File: src/rtl/mem_stage_lsu_if.sv
// Handshake and data-memory bus bundle for mem_stage_lsu.
// master = pipeline/memory side, slave = the LSU itself.
interface mem_stage_lsu_if #(
  parameter int DATA_W = 32,
  parameter int ADDR_W = 32
) ();
  localparam int NB = DATA_W / 8;

  logic              in_valid;
  logic              in_ready;
  logic              in_re;
  logic              in_we;
  logic [2:0]        in_funct3;
  logic [ADDR_W-1:0] in_addr;
  logic [DATA_W-1:0] in_wdata;
  logic [4:0]        in_rd;

  logic              dmem_req;
  logic [ADDR_W-1:0] dmem_addr;
  logic [NB-1:0]     dmem_rmask;
  logic [NB-1:0]     dmem_wmask;
  logic [DATA_W-1:0] dmem_wdata;
  logic              dmem_resp;
  logic [DATA_W-1:0] dmem_rdata;

  logic              out_valid;
  logic              out_ready;
  logic [4:0]        out_rd;
  logic [DATA_W-1:0] out_data;
  logic              out_misalign;

  modport master (
    output in_valid, in_re, in_we,
    output in_funct3, in_addr,
    output in_wdata, in_rd,
    input  in_ready,
    input  dmem_req, dmem_addr,
    input  dmem_rmask, dmem_wmask,
    input  dmem_wdata,
    output dmem_resp, dmem_rdata,
    input  out_valid, out_rd,
    input  out_data, out_misalign,
    output out_ready
  );

  modport slave (
    input  in_valid, in_re, in_we,
    input  in_funct3, in_addr,
    input  in_wdata, in_rd,
    output in_ready,
    output dmem_req, dmem_addr,
    output dmem_rmask, dmem_wmask,
    output dmem_wdata,
    input  dmem_resp, dmem_rdata,
    output out_valid, out_rd,
    output out_data, out_misalign,
    input  out_ready
  );
endinterface

File: src/rtl/mem_stage_lsu.sv
// Memory-stage load/store unit: one outstanding request, sized/extended loads.
// Define MEM_MISALIGN_TRAP_EN to trap misaligned accesses instead of aligning them.
module mem_stage_lsu #(
  parameter int DATA_W = 32,
  parameter int ADDR_W = 32
) (
  input logic            clk,
  input logic            rst_n,
  input logic            flush,
  mem_stage_lsu_if.slave bus
);
  localparam int NB = DATA_W / 8;
  localparam int OW = $clog2(NB);

  localparam logic [1:0] S_IDLE = 2'd0;
  localparam logic [1:0] S_REQ  = 2'd1;
  localparam logic [1:0] S_WAIT = 2'd2;

  logic [1:0]        state_q, state_d;
  logic [ADDR_W-1:0] addr_q, addr_d;
  logic [NB-1:0]     rmask_q, rmask_d;
  logic [NB-1:0]     wmask_q, wmask_d;
  logic [DATA_W-1:0] wdata_q, wdata_d;
  logic [OW-1:0]     off_q, off_d;
  logic [1:0]        szl_q, szl_d;
  logic              uns_q, uns_d;
  logic              st_q, st_d;
  logic [4:0]        rd_q, rd_d;
  logic              kill_q, kill_d;
  logic              ov_q, ov_d;
  logic [DATA_W-1:0] od_q, od_d;
  logic [4:0]        ord_q, ord_d;
  logic              omis_q, omis_d;

  logic              acc;
  logic              mem_op;
  logic [2:0]        f3;
  logic [1:0]        szl;
  logic [3:0]        sz_bytes;
  logic [OW-1:0]     size_m1;
  logic [OW-1:0]     off_raw;
  logic [OW-1:0]     off;
  logic [8:0]        lane_ones;
  logic [NB-1:0]     bmask;
  logic [NB-1:0]     mask;
  logic [DATA_W-1:0] dmask;
  logic [DATA_W-1:0] wd;
  logic [DATA_W-1:0] sh;
  logic [DATA_W-1:0] ld;
`ifdef MEM_MISALIGN_TRAP_EN
  logic              mis;
`endif

  assign f3     = bus.in_funct3;
  assign mem_op = bus.in_re | bus.in_we;

  assign bus.in_ready = (state_q == S_IDLE)
                      && (!ov_q || bus.out_ready)
                      && !flush;
  assign acc = bus.in_valid && bus.in_ready;

  // log2 of access size; d only exists on the 64-bit build
  always_comb begin
    szl = 2'd0;
    unique case (1'b1)
      f3[1:0] == 2'd1: szl = 2'd1;
      f3[1:0] == 2'd2: szl = 2'd2;
      (f3[1:0] == 2'd3) && !f3[2]
        && (DATA_W == 64): szl = 2'd3;
      default: szl = 2'd0;
    endcase
  end

  assign sz_bytes = 4'd1 << szl;
  assign size_m1  = OW'(sz_bytes - 4'd1);
  assign off_raw  = bus.in_addr[OW-1:0];
  assign off      = off_raw & ~size_m1;
`ifdef MEM_MISALIGN_TRAP_EN
  assign mis      = (off_raw & size_m1) != '0;
`endif

  assign lane_ones = (9'd1 << sz_bytes) - 9'd1;
  assign bmask     = NB'(lane_ones);
  assign mask      = bmask << off;

  always_comb begin
    dmask = '0;
    for (int i = 0; i < NB; i++) begin
      dmask[8*i +: 8] = {8{bmask[i]}};
    end
  end

  assign wd = (bus.in_wdata & dmask) << {off, 3'b000};

  assign sh = bus.dmem_rdata >> {off_q, 3'b000};

  always_comb begin
    ld = '0;
    unique case (1'b1)
      szl_q == 2'd1: begin
        if (uns_q) ld = DATA_W'(sh[15:0]);
        else       ld = DATA_W'($signed(sh[15:0]));
      end
      szl_q == 2'd2: begin
        if (uns_q) ld = DATA_W'(sh[31:0]);
        else       ld = DATA_W'($signed(sh[31:0]));
      end
      szl_q == 2'd3: ld = sh;
      default: begin
        if (uns_q) ld = DATA_W'(sh[7:0]);
        else       ld = DATA_W'($signed(sh[7:0]));
      end
    endcase
  end

  always_comb begin
    state_d = state_q;
    addr_d  = addr_q;
    rmask_d = rmask_q;
    wmask_d = wmask_q;
    wdata_d = wdata_q;
    off_d   = off_q;
    szl_d   = szl_q;
    uns_d   = uns_q;
    st_d    = st_q;
    rd_d    = rd_q;
    kill_d  = kill_q;
    ov_d    = ov_q;
    od_d    = od_q;
    ord_d   = ord_q;
    omis_d  = omis_q;

    if (ov_q && bus.out_ready) ov_d = 1'b0;

    unique case (1'b1)
      state_q == S_IDLE: begin
        if (acc) begin
          if (!mem_op) begin
            ov_d   = 1'b1;
            od_d   = DATA_W'(bus.in_addr);
            ord_d  = bus.in_rd;
            omis_d = 1'b0;
          end
`ifdef MEM_MISALIGN_TRAP_EN
          else if (mis) begin
            ov_d   = 1'b1;
            od_d   = '0;
            ord_d  = bus.in_rd;
            omis_d = 1'b1;
          end
`endif
          else begin
            state_d = S_REQ;
            addr_d  = {bus.in_addr[ADDR_W-1:OW],
                       {OW{1'b0}}};
            rmask_d = bus.in_we ? '0 : mask;
            wmask_d = bus.in_we ? mask : '0;
            wdata_d = bus.in_we ? wd : '0;
            off_d   = off;
            szl_d   = szl;
            uns_d   = f3[2];
            st_d    = bus.in_we;
            rd_d    = bus.in_rd;
            kill_d  = 1'b0;
          end
        end
      end
      state_q == S_REQ: begin
        state_d = S_WAIT;
        if (flush) kill_d = 1'b1;
      end
      state_q == S_WAIT: begin
        if (flush) kill_d = 1'b1;
        if (bus.dmem_resp) begin
          state_d = S_IDLE;
          kill_d  = 1'b0;
          // a same-cycle flush discards the response too
          if (!kill_q && !flush) begin
            ov_d   = 1'b1;
            od_d   = st_q ? '0 : ld;
            ord_d  = rd_q;
            omis_d = 1'b0;
          end
        end
      end
      default: state_d = S_IDLE;
    endcase

    if (flush) ov_d = 1'b0;
  end

  always_ff @(posedge clk or negedge rst_n) begin
    if (!rst_n) begin
      state_q <= S_IDLE;
      addr_q  <= '0;
      rmask_q <= '0;
      wmask_q <= '0;
      wdata_q <= '0;
      off_q   <= '0;
      szl_q   <= '0;
      uns_q   <= 1'b0;
      st_q    <= 1'b0;
      rd_q    <= '0;
      kill_q  <= 1'b0;
      ov_q    <= 1'b0;
      od_q    <= '0;
      ord_q   <= '0;
      omis_q  <= 1'b0;
    end else begin
      state_q <= state_d;
      addr_q  <= addr_d;
      rmask_q <= rmask_d;
      wmask_q <= wmask_d;
      wdata_q <= wdata_d;
      off_q   <= off_d;
      szl_q   <= szl_d;
      uns_q   <= uns_d;
      st_q    <= st_d;
      rd_q    <= rd_d;
      kill_q  <= kill_d;
      ov_q    <= ov_d;
      od_q    <= od_d;
      ord_q   <= ord_d;
      omis_q  <= omis_d;
    end
  end

  assign bus.dmem_req     = (state_q == S_REQ);
  assign bus.dmem_addr    = addr_q;
  assign bus.dmem_rmask   = rmask_q;
  assign bus.dmem_wmask   = wmask_q;
  assign bus.dmem_wdata   = wdata_q;
  assign bus.out_valid    = ov_q;
  assign bus.out_data     = od_q;
  assign bus.out_rd       = ord_q;
  assign bus.out_misalign = omis_q;
endmodule

File: src/flat_wrapper.sv
// flat-port wrapper written by rule: the top's interface ports become plain ports
module mem_stage_lsu_flat 
#(
  parameter int DATA_W = 32,
  parameter int ADDR_W = 32
)
  (clk, rst_n, flush, bus_in_valid, bus_in_re, bus_in_we, bus_in_funct3, bus_in_addr, bus_in_wdata, bus_in_rd, bus_in_ready, bus_dmem_req, bus_dmem_addr, bus_dmem_rmask, bus_dmem_wmask, bus_dmem_wdata, bus_dmem_resp, bus_dmem_rdata, bus_out_valid, bus_out_rd, bus_out_data, bus_out_misalign, bus_out_ready);
  mem_stage_lsu_if #(.DATA_W(DATA_W), .ADDR_W(ADDR_W)) bus_i ();
  input logic clk;
  input logic rst_n;
  input logic flush;
  input wire logic [$bits(bus_i.in_valid)-1:0] bus_in_valid;
  input wire logic [$bits(bus_i.in_re)-1:0] bus_in_re;
  input wire logic [$bits(bus_i.in_we)-1:0] bus_in_we;
  input wire logic [$bits(bus_i.in_funct3)-1:0] bus_in_funct3;
  input wire logic [$bits(bus_i.in_addr)-1:0] bus_in_addr;
  input wire logic [$bits(bus_i.in_wdata)-1:0] bus_in_wdata;
  input wire logic [$bits(bus_i.in_rd)-1:0] bus_in_rd;
  output wire logic [$bits(bus_i.in_ready)-1:0] bus_in_ready;
  output wire logic [$bits(bus_i.dmem_req)-1:0] bus_dmem_req;
  output wire logic [$bits(bus_i.dmem_addr)-1:0] bus_dmem_addr;
  output wire logic [$bits(bus_i.dmem_rmask)-1:0] bus_dmem_rmask;
  output wire logic [$bits(bus_i.dmem_wmask)-1:0] bus_dmem_wmask;
  output wire logic [$bits(bus_i.dmem_wdata)-1:0] bus_dmem_wdata;
  input wire logic [$bits(bus_i.dmem_resp)-1:0] bus_dmem_resp;
  input wire logic [$bits(bus_i.dmem_rdata)-1:0] bus_dmem_rdata;
  output wire logic [$bits(bus_i.out_valid)-1:0] bus_out_valid;
  output wire logic [$bits(bus_i.out_rd)-1:0] bus_out_rd;
  output wire logic [$bits(bus_i.out_data)-1:0] bus_out_data;
  output wire logic [$bits(bus_i.out_misalign)-1:0] bus_out_misalign;
  input wire logic [$bits(bus_i.out_ready)-1:0] bus_out_ready;
  assign bus_i.in_valid = bus_in_valid;
  assign bus_i.in_re = bus_in_re;
  assign bus_i.in_we = bus_in_we;
  assign bus_i.in_funct3 = bus_in_funct3;
  assign bus_i.in_addr = bus_in_addr;
  assign bus_i.in_wdata = bus_in_wdata;
  assign bus_i.in_rd = bus_in_rd;
  assign bus_in_ready = bus_i.in_ready;
  assign bus_dmem_req = bus_i.dmem_req;
  assign bus_dmem_addr = bus_i.dmem_addr;
  assign bus_dmem_rmask = bus_i.dmem_rmask;
  assign bus_dmem_wmask = bus_i.dmem_wmask;
  assign bus_dmem_wdata = bus_i.dmem_wdata;
  assign bus_i.dmem_resp = bus_dmem_resp;
  assign bus_i.dmem_rdata = bus_dmem_rdata;
  assign bus_out_valid = bus_i.out_valid;
  assign bus_out_rd = bus_i.out_rd;
  assign bus_out_data = bus_i.out_data;
  assign bus_out_misalign = bus_i.out_misalign;
  assign bus_i.out_ready = bus_out_ready;
  mem_stage_lsu #(.DATA_W(DATA_W), .ADDR_W(ADDR_W)) u_core (.clk(clk), .rst_n(rst_n), .flush(flush), .bus(bus_i));
endmodule
File: config.mk
export PLATFORM = sky130hd
export DESIGN_NAME = mem_stage_lsu_flat
export DESIGN_NICKNAME = d
export VERILOG_FILES = /design/src/rtl/mem_stage_lsu_if.sv /design/src/rtl/mem_stage_lsu.sv /design/src/flat_wrapper.sv
export SDC_FILE = /design/constraint.sdc
export NUM_CORES = 1
export LEC_CHECK = 0
export BUFFER_PORTS_ARGS = -buffer_cell sky130_fd_sc_hd__buf_2
export CORE_AREA = 8 8 124 126
export DETAILED_ROUTE_END_ITERATION = 6
export DIE_AREA = 0 0 132 134
export MAX_ROUTING_LAYER = met4
export PLACE_DENSITY = 0.74
export SYNTH_ARGS = -nofsm -noshare
export SYNTH_HDL_FRONTEND = slang
export SYNTH_SLANG_ARGS = --single-unit
File: constraint.sdc
create_clock -name clk -period 5.21 [get_ports clk]
set_input_delay 1.042 -clock clk [delete_from_list [all_inputs] [get_ports clk]]
set_output_delay 1.042 -clock clk [all_outputs]
set_load 0.005 [all_outputs]
==> impl_results.md <==
* Num CTS Buffers at 17
* Area growth syn-to-layout at 31.3%
* Clk_skew at 0.00838 ns
* Met2 Use GR at 32.7%
* Worst R2R Setup Slack at 1.50 ns
* Period Utilization, post-route at roughly 70%
* H-Tree Level Count at 4
* Most frequent cell after synthesis: dfrtp_1
* DR vias at 5,377
* Logic pwr share at 36.5%
* Starting DRT DRC Count at between 400 and 500
* Min-Delay Path Class: reg2reg
* Dominant cells by area after synthesis: dfrtp_1, mux2_2, nand2_1
* EDFF count, synth at 0
* Die Height at 134 µm
* Dpl cell area at just over 7000 µm²
* CTS tree: built
* Asr flop ratio synth at between 90% and 100%
* Data required, critical path at 5.54 ns
* Routing usage on met1 at 27.4%
* Sequential fraction of design power at 35.9%
* Setup bufs post-CTS at 0
* Finished Cell Area at 7790 µm²
* Yosys cell types at 42
* Hold Fails Final Rpt at 0
* Drt first pass iters at 5
* Vias/cell at about 5.4
* Outcome: finished clean
* Psw at 0.00158 W
* Crit path capture type: flip-flop
* Layout Nets at 921
* Total power at 0.00462 W
* GPL Wtd Cong at slightly above 0.8
* Vias in the first global route at 5,555
* HPWL Detailed at 13.9 mm
* GRT overflow at 0
* RSZ-0062 raised after global routing: false
* Clock latency on the worst-skew pair at 0.40 ns
* Avg Cell Area, Syn at between 9 and 10 µm²
* P per Cell Area at 593 nW/µm²
* I/O pins at 225
* Drt wl/cell at 18.9 µm
* Cts-stage hold buffer count at 0
* Clock Power Share at 27.5%
* First-pass GRT wire length at about 30 mm
* Netlist Area Pre-Place at 5940 µm²
* Top post-synthesis cells by count: dfrtp_1, nand2_1, o21ai_0
* Post-synth top flop: dfrtp_1
* Worst Setup Path Type: reg2reg
* Global routing's busiest layer: met2
* Port Buffer Count at 221
* Clk slew on worst S/H paths at roughly 0.060 ns
* Yosys Warn Count at 0
* Worst vdd ir at between 0.0002 and 0.00025 V
* Die area at between 15,000 and 20,000 µm²
* Final setup fails at 0
* Antenna violations before repair at 1
* Layout cells sized above 1 at between 30% and 40%
* Sequential area share after synthesis at 51.4%
* Met3 Use GR at under 10%
* CP max FO at 26
* Post-route minimum period at 3.71 ns
* Clock sinks at about 120
* Fin Setup TNS at 0 ns
* Die width at 132 µm
* Fin. max-slew vios at 0
* Syn Inst Count at about 600
* FP Rows at 43
* Antenna-violating nets left at 0
* Clock Path Buffers at 2
* Drc violations at 0
* Max Cap Viol at 0
* Internal power at 0.00305 W
* #FFs+latches synth at approximately 120
* PostCTS Resize Cnt at 0
* Core Area at 13,500 µm²
* Arrival time worst endpoint at 4.03 ns
* CP startpoint kind: flip-flop
* Achievable frequency at 0.270 GHz
* CTS Root Cell: clkbuf_16
* Tot GR Track Use at a little over a fifth
* Yosys top cell area share at about half
* Detailed Route WL at 18.9 mm
* Leakage at 3.85 nW
* Slew at the pin closest to its max-slew limit at 1.09 ns
* Synth area leader: dfrtp_1
* Largest net degree at the start of global routing at 75
* Switching share of power at 34.1%
* Slew HR at 27.0%
* Initial core utilization at around 44%
## worst max-delay path, cell delays in order (launching register included)
cell and delay [ns]:
dfrtp_1 0.39, inv_1 0.11, ha_1 0.66, clkinv_1 0.87, nor2_2 0.63, and2_1 0.57
o21ai_0 0.19, a31oi_1 0.19
## layout by cell type, fill, tap and decap left out, types with 13 or more instances in the layout
master and n:
a21oi_1 45, a22o_1 16, a31oi_1 17, buf_2 220, clkbuf_16 17, dfrtp_1 122, inv_1 13, mux2_2 34
mux2i_1 28, nand2_1 83, nor2_1 44, nor2b_1 17, o21ai_0 52
## power by group through the flow
stage,logic (W),registers (W),clock network (W)
after CTS,0.00171,0.00166,0.00129
after detailed placement,0.00171,0.00166,0
after global routing,0.00188,0.00172,0.00133
after global placement,0.00167,0.00166,0
final,0.00169,0.00166,0.00127
after floorplan,0.000988,0.00164,0
## cell type report
cell class                 instances  area, µm²
antenna                            1       2.50
multi-input combinational        420       2660
sequential                       122       3050
timing repair buffer             227       1170
inverter                          14       52.6
clock buffer                      25        505
fill                            1198       5710
clock inverter                     7        135
tap                              180        225
## state kept, by name, indices dropped and copies added, names as in the netlist, 2 cells and up
| signal | count |
|---|---|
| u_core.bus.out_data | 32 |
| u_core.rd_q | 5 |
| u_core.szl_q | 2 |
| u_core.bus.dmem_rmask | 4 |
| u_core.bus.dmem_wdata | 32 |
| u_core.bus.out_rd | 5 |
| u_core.state_q | 2 |
| u_core.off_q | 2 |
| u_core.bus.dmem_addr | 30 |
| u_core.bus.dmem_wmask | 4 |
## logic make-up (layout without fill, tap and decap cells)
group | after synthesis | count (layout) | share of synthesized area, %
AOI/OAI and AO/OA | 174 | 174 | 18.2
adders and majority gates | 7 | 7 | 1.48
buffers and inverters | 58 | 273 | 4.36
DFF | 122 | 122 | 51.4
muxes | 63 | 63 | 11.5
other | 1 | 4 | 0.0632
and+or+nand+nor | 173 | 173 | 13.0
## final timing paths
check	startpoint	endpoint	cells past startpoint
worst max-delay path	u_core.state_q[0]$_DFFE_PN0P_	u_core.bus.out_data[20]$_DFFE_PN0P_	7
worst min-delay path	u_core.bus.dmem_wdata[16]$_DFFE_PN0P_	u_core.bus.dmem_wdata[16]$_DFFE_PN0P_	2
worst max register to register	u_core.state_q[0]$_DFFE_PN0P_	u_core.bus.out_data[20]$_DFFE_PN0P_	7
worst min register to register	u_core.bus.dmem_wdata[16]$_DFFE_PN0P_	u_core.bus.dmem_wdata[16]$_DFFE_PN0P_	2
max in group asynchronous	rst_n	u_core.st_q$_DFFE_PN0P_	2
min in group asynchronous	rst_n	u_core.bus.dmem_addr[19]$_DFFE_PN0P_	1
## stage by stage
| stage | hold slack [ns] | setup slack [ns] | instances | util (%) |
|---|---|---|---|---|
| after floorplan | 0.467 | 2.52 | 600 | - |
| after global placement | 0.459 | 1.67 | 963 | 53.0 |
| after detailed placement | 0.465 | 1.53 | 963 | 53.0 |
| after CTS | 0.478 | 1.50 | 995 | 57.7 |
| after global routing | 0.504 | 1.15 | 996 | 57.7 |
| final | 0.473 | 1.50 | 996 | 57.7 |
## routing by layer
| layer | up-vias | part of all wire, % |
|---|---|---|
| met1 | 2583 | 44 |
| met2 | 259 | 47 |
| met3 | 21 | 8.3 |
| met4 | 0 | 1.4 |
| met5 | - | 0 |
| li1 | 2514 | - |
No activity file was read; power rests on OpenSTA's default activity.
